===== config.mk =====
export PLATFORM = sky130hd
export DESIGN_NAME = bin_to_bcd_seq
export DESIGN_NICKNAME = d
export VERILOG_FILES = /design/src/rtl/bin_to_bcd_seq.sv
export SDC_FILE = /design/constraint.sdc
export NUM_CORES = 1
export LEC_CHECK = 0
export CORE_ASPECT_RATIO = 0.8
export CORE_UTILIZATION = 51
export DETAILED_ROUTE_END_ITERATION = 8
export PLACE_DENSITY = 0.75
export SETUP_SLACK_MARGIN = 0.4
export SYNTH_ARGS = -nofsm -noshare
export SYNTH_HDL_FRONTEND = slang
export SYNTH_SLANG_ARGS = --single-unit

===== constraint.sdc =====
create_clock -name clk -period 3.7 [get_ports clk]
set_clock_uncertainty 0.15 [all_clocks]
set_input_delay 0.74 -clock clk [delete_from_list [all_inputs] [get_ports clk]]
set_output_delay 0.74 -clock clk [all_outputs]
set_load 0.03 [all_outputs]

===== src/rtl/bin_to_bcd_seq.sv =====
// Sequential binary-to-BCD converter using shift-add-3 (double dabble), one input bit per clock.
// Result lands on bcd_out with a one-cycle done pulse; busy marks the shifting phase.
module bin_to_bcd_seq #(
    parameter int BIN_W = 8,
    parameter int NDIG  = 3
) (
    input  logic                  clk,
    input  logic                  rst,
    input  logic                  start,
    input  logic [BIN_W-1:0]      bin_in,
    output logic                  busy,
    output logic                  done,
    output logic [4*NDIG-1:0]     bcd_out
);

    localparam int SCR_W = 4 * NDIG;
    localparam int CNT_W = $clog2(BIN_W + 1);

    typedef enum logic [1:0] {
        IDLE  = 2'd0,
        SHIFT = 2'd1,
        DONE  = 2'd2
    } state_t;

    state_t                 state_reg;
    logic [BIN_W-1:0]       shift_reg;
    logic [SCR_W-1:0]       scratch_reg;
    logic [CNT_W-1:0]       count_reg;

    logic [SCR_W-1:0]       scratch_adj;
    logic [SCR_W+BIN_W-1:0] shifted_next;

    // Pre-shift correction: any digit >= 5 would become >= 10 after doubling.
    generate
        for (genvar gi = 0; gi < NDIG; gi++) begin : g_adj
            assign scratch_adj[4*gi +: 4] = (scratch_reg[4*gi +: 4] >= 4'd5)
                                          ? scratch_reg[4*gi +: 4] + 4'd3
                                          : scratch_reg[4*gi +: 4];
        end
    endgenerate

    assign shifted_next = {scratch_adj, shift_reg} << 1;

    always_ff @(posedge clk or posedge rst) begin
        if (rst) begin
            state_reg   <= IDLE;
            shift_reg   <= '0;
            scratch_reg <= '0;
            count_reg   <= '0;
            busy        <= 1'b0;
            done        <= 1'b0;
            bcd_out     <= '0;
        end else begin
            done <= 1'b0;
            case (state_reg)
                IDLE: begin
                    if (start) begin
                        shift_reg   <= bin_in;
                        scratch_reg <= '0;
                        count_reg   <= CNT_W'(BIN_W);
                        busy        <= 1'b1;
                        state_reg   <= SHIFT;
                    end
                end
                SHIFT: begin
                    scratch_reg <= shifted_next[SCR_W+BIN_W-1:BIN_W];
                    shift_reg   <= shifted_next[BIN_W-1:0];
                    count_reg   <= count_reg - CNT_W'(1);
                    // Last bit consumed on this edge: leave SHIFT so busy drops with it.
                    if (count_reg == CNT_W'(1)) begin
                        busy      <= 1'b0;
                        state_reg <= DONE;
                    end
                end
                DONE: begin
                    bcd_out   <= scratch_reg;
                    done      <= 1'b1;
                    state_reg <= IDLE;
                end
                default: begin
                    busy      <= 1'b0;
                    state_reg <= IDLE;
                end
            endcase
        end
    end

endmodule

# Word-level counts from Yosys, hierarchy flattened
# Index checks and enable logic that the tools add are counted.
# word_totals
reg_bits	40
out_inout_bits	14
elab_cells	41
# op_classes
add_sub_neg	4
magnitude_cmp	3
n_eq_ne	5
mux	16
bitwise_logic	1
n_reduce_logical	5
# ops
op	count
case mux 12 bit (2 select lines)	1
case mux 8 bit (2 select lines)	1
greater-or-equal comparator 4 x 3 -> 1 bit, second input constant	3
2-to-1 mux 12 bit	1
2-to-1 mux 4 bit	3
adder 4 x 2 -> 4 bit, second input constant	2
2-to-1 mux 8 bit	1
case mux 4 bit (2 select lines)	1
equality test 4 x 1 -> 1 bit, second input constant	1
2-to-1 mux 2 bit	2
!= test 2 bit, second input constant	2
case mux 2 bit (2 select lines)	1
AND reduction 2 bit	2
subtractor 4 x 1 -> 4 bit, second input constant	1
adder 3 x 2 -> 3 bit, second input constant	1
2-to-1 mux 1 bit	3
2-to-1 mux 3 bit	1
case mux 1 bit (3 select lines)	1
AND reduction 3 bit	1
equality test 2 x 1 -> 1 bit, second input constant	1
equality test 2 bit, second input constant	1
zero test 2 bit	1
nonzero test 2 bit	1
NOT 1 bit	1

# Longest topological paths before layout
# Gate-level depths: netlist of run 1.
# depth
word_depth	3
mapped_depth	6

# Least setup slack after synthesis of run 1
# No wires, ideal clock.
# synth_path
path_kind	input to register
from	input start
to	register scratch_reg[4]
setup_ns	0.132
t_arrival_ns	1.351
path_slack_ns	2.067
path_stages	5
path_buffers	1
path_cell_list	nor3b_4 > nor2_4 > buf_6 > nand2_1 > o31ai_1
# synth_between
elab_chain_len	2
# synth_rtl
item	line	rtl
from (decl)	9	input logic start,
!= test 2 bit (no line)	-	
AND reduction 2 bit (no line)	-	
to (signal assigned)	66	scratch_reg <= shifted_next[SCR_W+BIN_W-1:BIN_W];
to (decl)	27	logic [SCR_W-1:0] scratch_reg;
# Every way passes these cells.
# A chain may end at the register's enable or synchronous reset.

# Final worst setup path of run 1
# layout_path
from	input start
to	register scratch_reg[6]
# The elaborated chain is that of the path after synthesis.

==> flow_metrics.py, run 1 <==
metrics = {
    "run_status": {
        "status": "finished clean",
    },
    "logic_synthesis": {
        "synth_top_family_by_area": "simple AND/OR/NAND/NOR gates",
        "synth_edf_count": 0,
        "yosysTopAreaCell": "dfrtp_1",
        "netlist_top_cells_count": "40 x dfrtp_1, 35 x nand2_1, 13 x o21ai_0, 11 x inv_1, 8 x ha_1",
        "synth_simple_gate_area_share": 0.146,
        "synth.most_common_cell": "dfrtp_1",
        "ys.flop_type": "dfrtp_1",
        "async_reset_ff_frac": 1.00,
        "synth_compound_area_frac": 0.133,
        "synth_cell_type_count": 32,
        "yosysWarnings": 0,
        "synth-xor-area-share": 0.0188,
        "seq_area_frac_synth": 0.537,
        "synth-adder-area-share": 0.0537,
        "syn_inst": 174,
        "synthMuxAreaShare": 0.0523,
        "avgSynthCellArea_um2": 10.7,
        "synth.cell_area_um2": 1870,
        "synth_nets": 193,
        "ys_seq_elements": 40,
        "synthTopCellsByArea": "dfrtp_1 54%, nand2_1 7.0%, ha_1 5.4%",
        "yosys.area.top_type_share": 0.537,
    },
    "finish": {
        "antenna_cells": 0,
        "finish.utilization": 0.626,
        "drive_gt1_frac": 0.0854,
        "fin_nets": 218,
        "fill_cells": 290,
        "syn2layout_area_growth_pct": 16.4,
    },
    "worst_setup_path": {
        "crit_buf_inv": 1,
        "cp_cell_sequence": "clkdlybuf4s50_1, nor3b_4, nor2_4, a22o_1",
        "cp_max_fo": 19,
        "crit_slowest_cell": "nor3b_4",
        "cp.required_ps": 3720,
        "crit_type": "primary input to register",
        "crit_arrival_ps": 2310,
        "slowest_delay_ps": 600,
        "crit_path_start_kind": "primary input",
        "crit_family": "simple AND/OR/NAND/NOR gates",
        "end_kind": "register",
    },
    "global_route": {
        "grt_pass1_vias": 1315,
        "grt_pass1_wl_um": 5660,
        "antenna_found_initial": 0,
        "grt_max_degree": 41,
        "grt_overflow": 0,
        "gr-usage-all-layers": 0.186,
    },
    "power_and_ir_drop": {
        "powerDensity_nw_per_um2": 865,
        "peakVddDrop_v": 0.000461,
        "p_leak_nw": 1.03,
    },
    "clock_tree": {
        "path_clk_slew_ps": 70,
        "htree_num_levels": 2,
        "tritoncts": "yes",
        "ctsHoldBuffers": 0,
        "root_buffer": "clkbuf_8",
        "clock_latency_ps": 280,
        "cts.sinks": 40,
        "cts_buffers": 5,
        "clockBufferDepth": 2,
        "cts_setup_buffers": 0,
        "ctsResizeCount": 0,
    },
    "sta": {
        "clock.fmax_mhz": 436,
        "setup_tns_ps": 0,
        "hold_viol": 0,
        "setup_viol": 0,
        "rsz0062_at_grt": "no",
        "drv_slew": 0,
        "tightest_slew_ps": 684,
        "finalCritPeriodShare": 0.619,
        "setup_ws_ps": 1410,
        "slew-limit-headroom": 0.544,
        "period_needed_ps": 2290,
    },
    "routing": {
        "drt_pass1_iterations": 4,
        "drtIter0Drc": 81,
        "drc": 0,
        "dr_total_vias": 1291,
        "drt-vias-per-instance": 5.36,
        "routed_wl_um": 3220,
        "ant_nets": 0,
        "routedWlPerCell_um": 13.4,
    },
    "floorplanning": {
        "core_um2": 3470,
        "die_w_um": 69.6,
        "pin_count": 25,
        "initial_utilization": 0.537,
        "fp-row-count": 19,
        "die_y_um": 56.1,
        "dieArea_um2": 3910,
    },
    "place": {
        "preCtsSetupSlack_ps": 1120,
        "place_hpwl_um": 2220,
        "io_buffer_count": 24,
        "place.gp.congestion": 0.762,
    },
    "flow_run": {
        "max_cap_violations": 0,
    },
    "hold_path": {
        "min_path_type": "register to register",
    },
}
## placed cells by master (no fill, tap or decap), drive strengths merged
cell	netlist	final
dfrtp	40	40
nand2	35	35
clkdlybuf4s50	0	24
o21ai	18	18
inv	11	11
ha	8	8
a22oi	7	7
mux2	6	6
clkbuf	0	6
nand2b	5	5
a21oi	5	5
nor3	4	4
nand3	3	3
xnor2	3	3
mux2i	3	3
a22o	3	3
nor2	3	3
o22ai	2	2
nor3b	2	2
o31ai	2	2
nor2b	1	1
a211oi	1	1
a31oi	1	1
and2b	1	1
nand3b	1	1
xor2	1	1
a21o	1	1
clkinv	0	1
buf	7	1
## report_power, final
part | switching, W | internal (W) | leakage [nW] | total [W]
sequential | 0.000135 | 0.000620 | 0.512 | 0.000755
clock | 0.000136 | 0.000128 | 0.0410 | 0.000264
combinational | 0.000491 | 0.000369 | 0.480 | 0.000860
total | 0.000762 | 0.00112 | 1.03 | 0.00188
## path summary, 6_finish.rpt
| check | startpoint | end | slack, ps | cells past startpoint |
|---|---|---|---|---|
| max | start | scratch_reg[6] | 1410 | 4 |
| min | shift_reg[1] | shift_reg[1] | 330 | 2 |
| max reg2reg | state_reg[1] | scratch_reg[6] | 1840 | 3 |
| min reg2reg | shift_reg[1] | shift_reg[1] | 330 | 2 |
| max in group asynchronous | rst | scratch_reg[3] | 2340 | 3 |
| min in group asynchronous | rst | count_reg[2] | 720 | 3 |
## per-stage QoR
step                      area [µm²]  hold slack, ps  instances  total power [W]
after floorplan                 1870             295        174          0.00141
after global placement          2090             314        234          0.00157
after detailed placement        2090             315        234          0.00162
after CTS                       2170             333        241          0.00189
after global routing            2170             354        241          0.00203
final                           2170             327        241          0.00188
## layer usage
layer / routed length [µm] / part of all wire / vias up / GRT usage
li1: - / - / 635 / -
met1: 1430 / 0.44 / 636 / 0.217
met2: 1660 / 0.51 / 15 / 0.336
met3: 91 / 0.028 / 5 / 0.0453
met4: 37 / 0.011 / 0 / 0.0600
met5: 0 / 0 / - / 0
## cells by family (layout without fill, tap and decap cells)
logic type	after synthesis	count (layout)
simple gates	55	55
compound gates	40	40
flops	40	40
buf+inv	18	43
mux	9	9
fa+ha+maj	8	8
xor+xnor	4	4
## worst reg2reg max path, stage by stage (launching register included)
cell	delay, ps
dfrtp_1	470
nor3b_4	630
nor2_4	210
a22o_1	290
## area by class of cell
cell class / count / area (µm²) / share of cell area
timing repair buffer: 25 / 248 / 0.114
sequential: 40 / 1000 / 0.461
multi-input combinational: 116 / 752 / 0.346
inverter: 11 / 41.3 / 0.0190
tap: 42 / 52.6 / 0.0242
clock buffer: 6 / 72.6 / 0.0334
clock inverter: 1 / 5.00 / 0.00230
Power figures use the tool's default switching activity.
==> run 2: changes to the inputs <==
==> constraint.sdc (replaced) <==
create_clock -name clk -period 2.23 [get_ports clk]
set_clock_uncertainty 0.15 [all_clocks]
set_input_delay 0.446 -clock clk [delete_from_list [all_inputs] [get_ports clk]]
set_output_delay 0.446 -clock clk [all_outputs]
set_load 0.03 [all_outputs]
==> run 2 against run 1 <==
  * Sequential share of layout area shrank 0.68 points
  * Worst hold slack gained 4.3 ps
  * Die area is the same
  * Sequential cell count is the same
  * Count of clock-buffer cells in the layout is the same
  * Critical path depth shrank 2
  * Combinational power grew 60%
  * Core utilization grew 0.94 points
==> flow_metrics.py, run 2 (synthesized netlist as in run 1, its figures left out) <==
metrics = {
    "clock_tree": {
        "cts.sinks": 40,
        "tritoncts": "yes",
        "htree_num_levels": 2,
        "path_clk_slew_ps": 80,
        "root_buffer": "clkbuf_8",
        "ctsHoldBuffers": 0,
        "cts_buffers": 5,
        "clock_latency_ps": 290,
        "clockBufferDepth": 2,
    },
    "sta": {
        "setup_viol": 0,
        "finalCritPeriodShare": 0.778,
        "slew-limit-headroom": 0.580,
        "clock.fmax_mhz": 577,
        "whs_ps": 332,
        "drv_slew": 0,
        "period_needed_ps": 1730,
        "setup_tns_ps": 0,
        "rsz0062_at_grt": "yes",
        "hold_viol": 0,
        "tightest_slew_ps": 630,
        "setup_ws_ps": 496,
    },
    "floorplanning": {
        "die_w_um": 69.6,
        "initial_utilization": 0.537,
        "fp-row-count": 19,
        "pin_count": 25,
        "core_um2": 3470,
        "die_y_um": 56.1,
        "dieArea_um2": 3910,
    },
    "finish": {
        "regArea_um2": 1000,
        "fin_cells": 244,
        "multi_input_area_um2": 764,
        "final_cell_mix": "40 x dfrtp_1, 35 x nand2_1, 14 x dlygate4sd2_1",
        "antenna_cells": 0,
        "syn2layout_area_growth_pct": 18.2,
        "fill_cells": 284,
        "fin_nets": 220,
        "drive_gt1_frac": 0.104,
        "final_common_cell": "dfrtp_1",
    },
    "worst_setup_path": {
        "crit_type": "register to register",
        "crit_buf_inv": 0,
        "slowest_delay_ps": 560,
        "crit_slowest_cell": "nand2b_1",
        "r2r-end": "bcd_out[3]",
        "cp_max_fo": 19,
        "end_kind": "register",
        "r2r_slack_ps": 500,
        "timing.rr.start": "state_reg[0]",
        "crit_path_start_kind": "register",
        "ff2ff_path_depth": 2,
        "cp_cell_sequence": "nand2b_1, mux2_2",
        "cp.required_ps": 2250,
        "crit_family": "simple AND/OR/NAND/NOR gates",
        "crit_arrival_ps": 1760,
    },
    "place": {
        "place_hpwl_um": 2280,
        "io_buffer_count": 24,
        "preCtsSetupSlack_ps": 234,
        "place.gp.congestion": 0.769,
        "dp.cells": 235,
    },
    "global_route": {
        "antenna_found_initial": 0,
        "gr-usage-all-layers": 0.186,
        "grt_max_degree": 41,
        "grt_pass1_wl_um": 5490,
        "grt_pass1_vias": 1288,
        "grt_overflow": 0,
    },
    "hold_path": {
        "min_to": "shift_reg[2]",
        "min_from": "shift_reg[2]",
        "min_path_type": "register to register",
        "hold_path_depth": 2,
    },
    "routing": {
        "dr_total_vias": 1325,
        "drt_pass1_iterations": 4,
        "routed_wl_um": 3330,
        "drc": 0,
        "routedWlPerCell_um": 13.7,
        "drt-vias-per-instance": 5.43,
        "ant_nets": 0,
        "drtIter0Drc": 61,
    },
    "flow_run": {
        "max_cap_violations": 0,
    },
    "power_and_ir_drop": {
        "p_leak_nw": 1.11,
        "peakVddDrop_v": 0.000851,
        "powerDensity_nw_per_um2": 1460,
    },
    "run_status": {
        "status": "finished clean",
    },
}
-- run 2: what timing repair did --
| item | 4_1_cts | 5_1_grt |
|---|---|---|
| setup endpoints to repair | 14 | 3 |
| gates resized for setup | 14 | 1 |
| endpoints found under the hold margin | 0 | 0 |
| buffers inserted | 0 | 0 |
| cloned | 0 | 1 |
-- run 2: per-layer routing --
layer  global-route usage  share of wire
met2                0.330           0.50
met4               0.0857          0.022
met5                    0              0
met1                0.201           0.45
met3               0.0616          0.026
-- run 2: worst max path at each step --
stage | startpoint | endpoint | slack [ps] | cells past startpoint
3_5_place_dp | start | scratch_reg[3] | 230 | 5
5_1_grt | state_reg[0] | bcd_out[3] | 380 | 2
3_3_place_gp | start | scratch_reg[10] | 300 | 4
2_1_floorplan | scratch_reg[0] | scratch_reg[2] | 680 | 6
6_report | state_reg[0] | bcd_out[3] | 500 | 2
4_1_cts | scratch_reg[0] | scratch_reg[2] | 470 | 6
-- run 2: per-stage QoR --
stage / area, µm² / util / power (W)
3_5_place_dp: 2100 / 0.606 / 0.00270
3_3_place_gp: 2100 / 0.606 / 0.00262
2_1_floorplan: 1870 / - / 0.00234
4_1_cts: 2190 / 0.632 / 0.00322
5_1_grt: 2200 / 0.635 / 0.00345
6_report: 2200 / 0.635 / 0.00321
-- run 2: power breakdown --
group	switching (W)	internal, W
clock	0.000246	0.000332
combinational	0.000816	0.000562
sequential	0.000231	0.00103
-- run 2: worst register-to-register path, stage by stage, from the launching register on --
cell and delay [ps]:
dfrtp_1 490, nand2b_1 560, mux2_2 420
-- run 2: final cells by class --
type | count | area share
Clock inverter | 2 | 0.0159
Multi-Input combinational cell | 117 | 0.347
Tap cell | 42 | 0.0238
Clock buffer | 6 | 0.0329
Timing Repair Buffer | 26 | 0.108
Inverter | 11 | 0.0187
Sequential cell | 40 | 0.454
